### config.mk
export PLATFORM = sky130hd
export DESIGN_NAME = fifo_dma_writer
export DESIGN_NICKNAME = d
export VERILOG_FILES = /design/src/rtl/fifo_dma_writer.sv
export SDC_FILE = /design/constraint.sdc
export NUM_CORES = 1
export LEC_CHECK = 0
export CAP_MARGIN = 20
export CORE_MARGIN = 2
export CORE_UTILIZATION = 44
export CTS_CLUSTER_DIAMETER = 60
export DETAILED_ROUTE_END_ITERATION = 10
export GPL_TIMING_DRIVEN = 0
export PLACE_DENSITY = 0.92
export SLEW_MARGIN = 20
export SYNTH_ARGS = -nofsm -noshare
export SYNTH_HDL_FRONTEND = slang
export SYNTH_SLANG_ARGS = --single-unit
### constraint.sdc
create_clock -name clk -period 3.4 [get_ports clk]
set_input_delay 1.02 -clock clk [delete_from_list [all_inputs] [get_ports clk]]
set_output_delay 1.02 -clock clk [all_outputs]
set_load 0.01 [all_outputs]
### src/rtl/fifo_dma_writer.sv
// fifo_dma_writer
//   Drains a 1-cycle-latency FIFO and writes each word to memory through a
//   valid/ready write port. Memory is used as a circular buffer of RING_WORDS
//   words starting at BASE_ADDR. Only one word is in flight at a time, so the
//   fastest rate is 3 cycles per word.
//
// Ports
//   clk, rst     clock; synchronous active-high reset
//   enable       1 = keep draining; 0 = finish the current word, then idle
//   fifo_rdata   FIFO read data, valid the cycle after fifo_rd_en
//   fifo_empty   FIFO empty flag
//   fifo_rd_en   FIFO read strobe, one cycle per word
//   mem_wvalid   write beat valid; mem_wready accepts it
//   mem_waddr    byte address of the beat (BASE_ADDR + word_idx*WIDTH/8)
//   mem_wdata    beat data
//   mem_wlast    last beat of a BURST_LEN-beat burst
//   busy         high whenever the FSM is not idle
//   wrap_irq     one-cycle pulse after the ring's last word is written
//                (present only when FIFO_DMA_WRAP_IRQ_EN is defined)
//
// Build option: FIFO_DMA_WRAP_IRQ_EN adds the wrap_irq output.
module fifo_dma_writer #(
    parameter int unsigned       WIDTH      = 32,
    parameter int unsigned       ADDR_W     = 32,
    parameter logic [ADDR_W-1:0] BASE_ADDR  = '0,
    parameter int unsigned       RING_WORDS = 256,
    parameter int unsigned       BURST_LEN  = 4
) (
    input  logic              clk,
    input  logic              rst,
    input  logic              enable,
    input  logic [WIDTH-1:0]  fifo_rdata,
    input  logic              fifo_empty,
    output logic              fifo_rd_en,
    output logic              mem_wvalid,
    input  logic              mem_wready,
    output logic [ADDR_W-1:0] mem_waddr,
    output logic [WIDTH-1:0]  mem_wdata,
    output logic              mem_wlast,
`ifdef FIFO_DMA_WRAP_IRQ_EN
    output logic              wrap_irq,
`endif
    output logic              busy
);

    localparam int unsigned BYTES  = WIDTH / 8;
    localparam int unsigned IDX_W  = (RING_WORDS > 1) ? $clog2(RING_WORDS) : 1;
    localparam int unsigned BEAT_W = (BURST_LEN > 1) ? $clog2(BURST_LEN) : 1;

    localparam logic [IDX_W-1:0]  LAST_IDX  = IDX_W'(RING_WORDS - 1);
    localparam logic [BEAT_W-1:0] LAST_BEAT = BEAT_W'(BURST_LEN - 1);

    typedef enum logic [1:0] {
        IDLE    = 2'd0,
        RD_REQ  = 2'd1,
        RD_WAIT = 2'd2,
        WR      = 2'd3
    } state_e;

    state_e              state_q;
    logic [IDX_W-1:0]    word_idx_q;
    logic [IDX_W-1:0]    word_idx_d;
    logic [BEAT_W-1:0]   beat_cnt_q;
    logic [BEAT_W-1:0]   beat_cnt_d;
    logic [ADDR_W-1:0]   waddr_d;
    logic                more_c;

    // Next counter values and the address of the following word.
    // word_idx wraps naturally because RING_WORDS is a power of two.
    always_comb begin
        more_c     = enable && !fifo_empty;
        word_idx_d = word_idx_q + IDX_W'(1);
        beat_cnt_d = (beat_cnt_q == LAST_BEAT) ? '0 : beat_cnt_q + BEAT_W'(1);
        waddr_d    = BASE_ADDR + ADDR_W'(word_idx_d) * ADDR_W'(BYTES);
    end

    // FSM with registered outputs; each output is set on entry to the state
    // in which it must be visible.
    always_ff @(posedge clk) begin
        if (rst) begin
            state_q    <= IDLE;
            word_idx_q <= '0;
            beat_cnt_q <= '0;
            fifo_rd_en <= 1'b0;
            mem_wvalid <= 1'b0;
            mem_waddr  <= BASE_ADDR;
            mem_wdata  <= '0;
            mem_wlast  <= 1'b0;
            busy       <= 1'b0;
`ifdef FIFO_DMA_WRAP_IRQ_EN
            wrap_irq   <= 1'b0;
`endif
        end else begin
`ifdef FIFO_DMA_WRAP_IRQ_EN
            wrap_irq <= 1'b0;
`endif
            case (state_q)
                IDLE: begin
                    if (more_c) begin
                        state_q    <= RD_REQ;
                        fifo_rd_en <= 1'b1;
                        busy       <= 1'b1;
                    end
                end
                RD_REQ: begin
                    // The read is already committed; enable only matters in WR.
                    state_q    <= RD_WAIT;
                    fifo_rd_en <= 1'b0;
                end
                RD_WAIT: begin
                    state_q    <= WR;
                    mem_wdata  <= fifo_rdata;
                    mem_wvalid <= 1'b1;
                    mem_wlast  <= (beat_cnt_q == LAST_BEAT);
                end
                WR: begin
                    // Outputs simply hold while mem_wready is low.
                    if (mem_wready) begin
                        mem_wvalid <= 1'b0;
                        mem_wlast  <= 1'b0;
                        word_idx_q <= word_idx_d;
                        beat_cnt_q <= beat_cnt_d;
                        mem_waddr  <= waddr_d;
`ifdef FIFO_DMA_WRAP_IRQ_EN
                        wrap_irq   <= (word_idx_q == LAST_IDX);
`endif
                        if (more_c) begin
                            state_q    <= RD_REQ;
                            fifo_rd_en <= 1'b1;
                        end else begin
                            state_q <= IDLE;
                            busy    <= 1'b0;
                        end
                    end
                end
                default: begin
                    state_q <= IDLE;
                end
            endcase
        end
    end

`ifndef FIFO_DMA_WRAP_IRQ_EN
    // Without the wrap interrupt, the ring's last index has no consumer.
    logic unused_last_idx;
    assign unused_last_idx = ^LAST_IDX;
`endif

endmodule
==> results.cfg, run 1 <==
[worst_setup_path]
worstSetupEndpointType = primary output
slowest_stage = clkdlybuf4s50_1
cp-startpoint = mem_waddr[4]
worstSetupPathType = register to primary output
ff2ff_setup_slack_ps = 1820
rr_startpoint = state_q[0]
cp_top_family = buffers and inverters
crit_required_ps = 2380
start_kind = register
r2r_end = mem_wlast
rr_worst_depth = 6
path_cells = clkdlybuf4s50_1
cpPeakStageDelay_ps = 590
arrival_ps = 1350
worstPathBufferInverterCount = 1
worst-path-max-fanout = 4

[die]
die_x_microns = 74.32
io_pins = 105
initial_utilization = 0.4576
rows = 25
die_h_microns = 74.32
die-area_sq_um = 5523
coreArea_sq_um = 4755

[worst_hold_path]
holdPathEnd = beat_cnt_q[1]
hold_depth = 2
worst_hold_path_type = register to register
hp-start = beat_cnt_q[1]

[logic_synthesis]
yosysSeqAreaShare = 0.4416
synth-simple-area-share = 0.1558
synth-xor-area-share = 0.02013
synth_fa_ha_area_frac = 0.04600
synth_area_sq_um = 2176
synth_edf_count = 0
yosysUniqueCellTypes = 34
syn_area_per_cell_sq_um = 9.890
synth_cells = 220
synth_ff_type = dfxtp_1
muxShareOfSynthArea = 0.1616
yosys_warnings = 0
synth_compound_area_frac = 0.04945
synth_top_family_by_area = multiplexers
yosys_register_bits = 48
async_flop_share = 0

[clocking]
clk_pin_slew_ps = 90
cts.sinks = 48
htreeDepth = 2
cts_resized = 0
post_cts_buffers = 0
cts_inserted_buffers = 5
hold_buffers = 0
insertion_delay_ps = 310
tritoncts = done
cts_root_buffer = clkbuf_8
clock_path_buffers = 2

[global_route]
grt_overflow = 0
grt_pass1_vias = 1625
groute.usage.overall = 0.1705
grt_pass1_wl_microns = 7148
antenna_found_initial = 0
grt_max_degree = 16

[final_layout]
diodes = 0
fin_util = 0.6853
final_cell_mix = clkdlybuf4s50_1 (79), dfxtp_1 (48), nor2_1 (43), mux2i_1 (34), buf_4 (27)
layout_commonest_cell = clkdlybuf4s50_1
instances_no_fill = 397
drive_gt1_frac = 0.1424
nets = 374
area_delta_synth_final_pct = 49.74
fillers = 404
design_area_sq_um = 3258

[flow_run]
drv_cap = 0

[place]
place_area_sq_um = 3137
gp_congestion = 0.7746
io_buffers = 79
dpl.cell_count = 389
dp.final_hpwl_microns = 3564

[timing]
period_share = 0.6984
slew_viol_final = 0
rsz0062_at_grt = no
fin_skew_ps = 7.266
tightestPinTransition_ps = 519.0
final.setup.tns_ps = 0
setup_violations = 0
fin_crit_ps = 2375
hold_viol = 0
max_slew_margin = 0.6540
max_freq_mhz = 421.1

[power]
ir_drop_mv = 0.3825
swShare = 0.3056
p_per_area_nw_per_um2 = 560.2
power_mw = 1.825
combPwrFrac = 0.371
power.internal_mw = 1.267
leakage_nw = 1.290
p_switching_mw = 0.5578
clockPowerShare = 0.238
power_frac_seq = 0.391

[drt]
vias_per_cell = 4.408
drc_errors = 0
routed_wl_microns = 4684
wl_per_cell_microns = 11.80
vias = 1750
ant_nets = 0
first_iter_violations = 44
dr.pass1.iters = 4

[run_status]
outcome = completed
final cells by class:
cell class                      count  area (sq um)  area share
Buffer                             35         250.2     0.07681
Clock buffer                        6         82.58     0.02535
Inverter                            5         18.77    0.005760
Multi-Input combinational cell    155          1032      0.3168
Sequential cell                    48         960.9      0.2949
Tap cell                           67         83.83     0.02573
Clock inverter                      2         38.79     0.01190
Timing Repair Buffer               79         790.8      0.2427
how the worst max path moves through the flow:
| stage | endpoint | slack, ps | depth (start not counted) |
|---|---|---|---|
| finish | mem_waddr[4] | 1030 | 1 |
| global route | mem_waddr[4] | 990 | 1 |
| CTS | mem_waddr[4] | 1010 | 1 |
| detailed placement | mem_wdata[10] | 940 | 4 |
| global placement | mem_wlast | 960 | 4 |
| floorplan | mem_waddr[9] | 1630 | 5 |
routing by layer:
metal	global-route usage	share of wire	vias up
li1	-	-	895
met1	0.1856	0.41	777
met2	0.2887	0.48	72
met3	0.08537	0.098	6
met4	0.05952	0.012	0
met5	0	0	-
flip-flops by register name, summed over array words and instances (netlist names):
register and count:
state_q 2, mem_wdata 32, busy 1, mem_wlast 1
mem_wvalid 1, mem_waddr 8, fifo_rd_en 1, beat_cnt_q 2
power by group through the flow:
| stage | sequential [mW] | combinational (mW) | clock (mW) |
|---|---|---|---|
| global placement | 0.718 | 0.658 | 0 |
| finish | 0.713 | 0.677 | 0.434 |
| floorplan | 0.757 | 0.374 | 0 |
| detailed placement | 0.725 | 0.678 | 0 |
| global route | 0.726 | 0.739 | 0.468 |
| CTS | 0.715 | 0.685 | 0.450 |
cells by family after synthesis:
family / count (synthesis)
flops: 48
compound gates: 16
buf+inv: 40
other cells: 1
mux: 35
simple gates: 67
xor+xnor: 5
fa+ha+maj: 8
per-stage QoR:
step / hold WS, ps / setup slack, ps
2_1_floorplan: 440.0 / 1627
3_3_place_gp: 447.7 / 956.3
3_5_place_dp: 474.9 / 935.5
4_1_cts: 487.8 / 1014
5_1_grt: 503.9 / 990.8
6_report: 479.8 / 1025
cell usage after synthesis, types with 2 or more instances:
library cell	instances	area [sq um]
buf_1	2	7.510
nand2b_1	2	12.51
a21oi_1	6	30.03
mux2i_1	34	340.3
ha_1	8	100.1
buf_4	27	202.7
nand2_1	6	22.52
nor2_1	43	161.4
o21ai_0	2	10.01
inv_1	5	18.77
dfxtp_1	48	960.9
nand3_1	4	20.02
nor2b_1	2	12.51
buf_6	2	22.52
a211oi_1	3	22.52
buf_2	2	10.01
o21ai_1	2	10.01
clkbuf_1	2	7.510
xnor2_1	3	26.28
or3_1	2	12.51
xor2_1	2	17.52
Note: power is estimated with default switching activity, not from simulation.
==> run 2: changes to the inputs <==
--- a/config.mk
+++ b/config.mk
@@ -7,11 +7,11 @@
 export LEC_CHECK = 0
 export CAP_MARGIN = 20
 export CORE_MARGIN = 2
-export CORE_UTILIZATION = 44
+export CORE_UTILIZATION = 37
 export CTS_CLUSTER_DIAMETER = 60
 export DETAILED_ROUTE_END_ITERATION = 10
 export GPL_TIMING_DRIVEN = 0
-export PLACE_DENSITY = 0.92
+export PLACE_DENSITY = 0.83
 export SLEW_MARGIN = 20
 export SYNTH_ARGS = -nofsm -noshare
 export SYNTH_HDL_FRONTEND = slang
==> constraint.sdc (replaced) <==
create_clock -name clk -period 2 [get_ports clk]
set_input_delay 0.6 -clock clk [delete_from_list [all_inputs] [get_ports clk]]
set_output_delay 0.6 -clock clk [all_outputs]
set_load 0.01 [all_outputs]
==> run 2 against run 1 <==
  * Power increased by 68%
  * Critical endpoint unchanged
  * Largest power group unchanged
  * Register-to-register slack got worse by 1400 ps
  * Critical path type unchanged
  * Clock power increased by 68%
  * Flip-flop and latch count unchanged
  * Largest cell class unchanged
  * Die area increased by 18%
  * Sequential power increased by 70%
  * Design area increased by 0.19%
  * Highest routed layer unchanged
==> results.cfg, run 2 (synthesis results as in run 1) <==
[die]
die_h_microns = 80.69
die_x_microns = 80.69
initial_utilization = 0.3880
io_pins = 105
rows = 27
coreArea_sq_um = 5608
die-area_sq_um = 6510

[global_route]
grt_pass1_wl_microns = 7272
grt_pass1_vias = 1688
antenna_found_initial = 0
grt_overflow = 0
groute.usage.overall = 0.1462
grt_max_degree = 16

[power]
p_per_area_nw_per_um2 = 940.4
p_switching_mw = 0.9161
ir_drop_mv = 0.4983
power_frac_seq = 0.394
power.internal_mw = 2.154
clockPowerShare = 0.237
leakage_nw = 1.290
swShare = 0.2984
combPwrFrac = 0.369

[final_layout]
top_regs = mem_wdata x32, mem_waddr x8
layout_commonest_cell = clkdlybuf4s50_1
drive_gt1_frac = 0.1424
largest_register_ffs = 32
area_delta_synth_final_pct = 50.03
design_area_sq_um = 3264
diodes = 0
final_cell_mix = clkdlybuf4s50_1 (79), dfxtp_1 (48), nor2_1 (43), mux2i_1 (34), buf_4 (27)
instances_no_fill = 402
fin_util = 0.5821
nets = 374
top_register = mem_wdata

[place]
dp.final_hpwl_microns = 3583
gp_congestion = 0.6868
io_buffers = 79
place_area_sq_um = 3143
dpl.cell_count = 394
dp_slack_ps = -133.6

[worst_setup_path]
path_cells = clkdlybuf4s50_1
worstPathBufferInverterCount = 1
slowest_stage = clkdlybuf4s50_1
worstSetupEndpointType = primary output
worst-path-max-fanout = 4
arrival_ps = 1340
start_kind = register
worstSetupPathType = register to primary output
crit_required_ps = 1400
cpPeakStageDelay_ps = 590
cp_top_family = buffers and inverters

[clocking]
insertion_delay_ps = 300
cts_resized = 0
clk_pin_slew_ps = 90
cts_root_buffer = clkbuf_8
htreeDepth = 2
tritoncts = done
hold_buffers = 0
cts.sinks = 48
cts_inserted_buffers = 5
post_cts_buffers = 0
clock_path_buffers = 2

[drt]
vias = 1769
dr.pass1.iters = 4
ant_nets = 0
vias_per_cell = 4.400
drc_errors = 0
routed_wl_microns = 4617
first_iter_violations = 54
wl_per_cell_microns = 11.49

[timing]
final.setup.tns_ps = 0
period_share = 0.9678
rsz0062_at_grt = no
max_freq_mhz = 516.6
fin_ws_ps = 64.42
fin_skew_ps = 5.672
max_slew_margin = 0.6454
slew_viol_final = 0
fin_crit_ps = 1936
setup_violations = 0
hold_viol = 0
tightestPinTransition_ps = 531.9

[worst_hold_path]
worst_hold_path_type = register to register

[run_status]
outcome = completed

[flow_run]
drv_cap = 0
-- run 2: cell counts in the layout (fill, tap and decap cells not counted) --
No cell type changed its count.
-- run 2: worst paths after layout --
path,start,to,slack (ps),cells past startpoint
min reg2reg,beat_cnt_q[1],beat_cnt_q[1],470,2
max reg2reg,state_q[0],busy,460,6
max,mem_waddr[4],mem_waddr[4],60,1
min,beat_cnt_q[1],beat_cnt_q[1],470,2
-- run 2: layer usage --
layer	wire length, microns	global-route usage	part of all wire	vias up
met5	0	0	0	-
met4	80	0.07458	0.017	0
met3	465	0.04831	0.10	10
met2	2240	0.2525	0.49	74
met1	1831	0.1585	0.40	788
li1	-	-	-	897
-- run 2: final cells by class --
type / count / area [sq um]
Multi-Input combinational cell: 155 / 1032
Clock inverter: 2 / 38.79
Tap cell: 72 / 90.09
Inverter: 5 / 18.77
Sequential cell: 48 / 960.9
Clock buffer: 6 / 82.58
Fill cell: 510 / 2344
Buffer: 35 / 250.2
Timing Repair Buffer: 79 / 790.8
-- run 2: power groups by stage --
stage | Clock [mW] | Sequential, mW | Combinational [mW]
floorplan | 0 | 1.29 | 0.636
detailed placement | 0 | 1.23 | 1.15
finish | 0.727 | 1.21 | 1.13
global placement | 0 | 1.22 | 1.12
global route | 0.793 | 1.24 | 1.24
CTS | 0.757 | 1.21 | 1.15
-- run 2: through the flow --
step / hold WS, ps / total power [mW]
6_report: 473.3 / 3.070
5_1_grt: 509.2 / 3.272
4_1_cts: 472.0 / 3.123
3_5_place_dp: 458.8 / 2.383
3_3_place_gp: 448.4 / 2.342
2_1_floorplan: 440.0 / 1.922
==> run 3: changes to the inputs <==
--- a/config.mk
+++ b/config.mk
@@ -5,7 +5,7 @@
 export SDC_FILE = /design/constraint.sdc
 export NUM_CORES = 1
 export LEC_CHECK = 0
-export CAP_MARGIN = 20
+export CAP_MARGIN = 40
 export CORE_MARGIN = 2
 export CORE_UTILIZATION = 37
 export CTS_CLUSTER_DIAMETER = 60
==> results of run 3 <==
Final layout, timing and power as in run 2 (identical DEF).
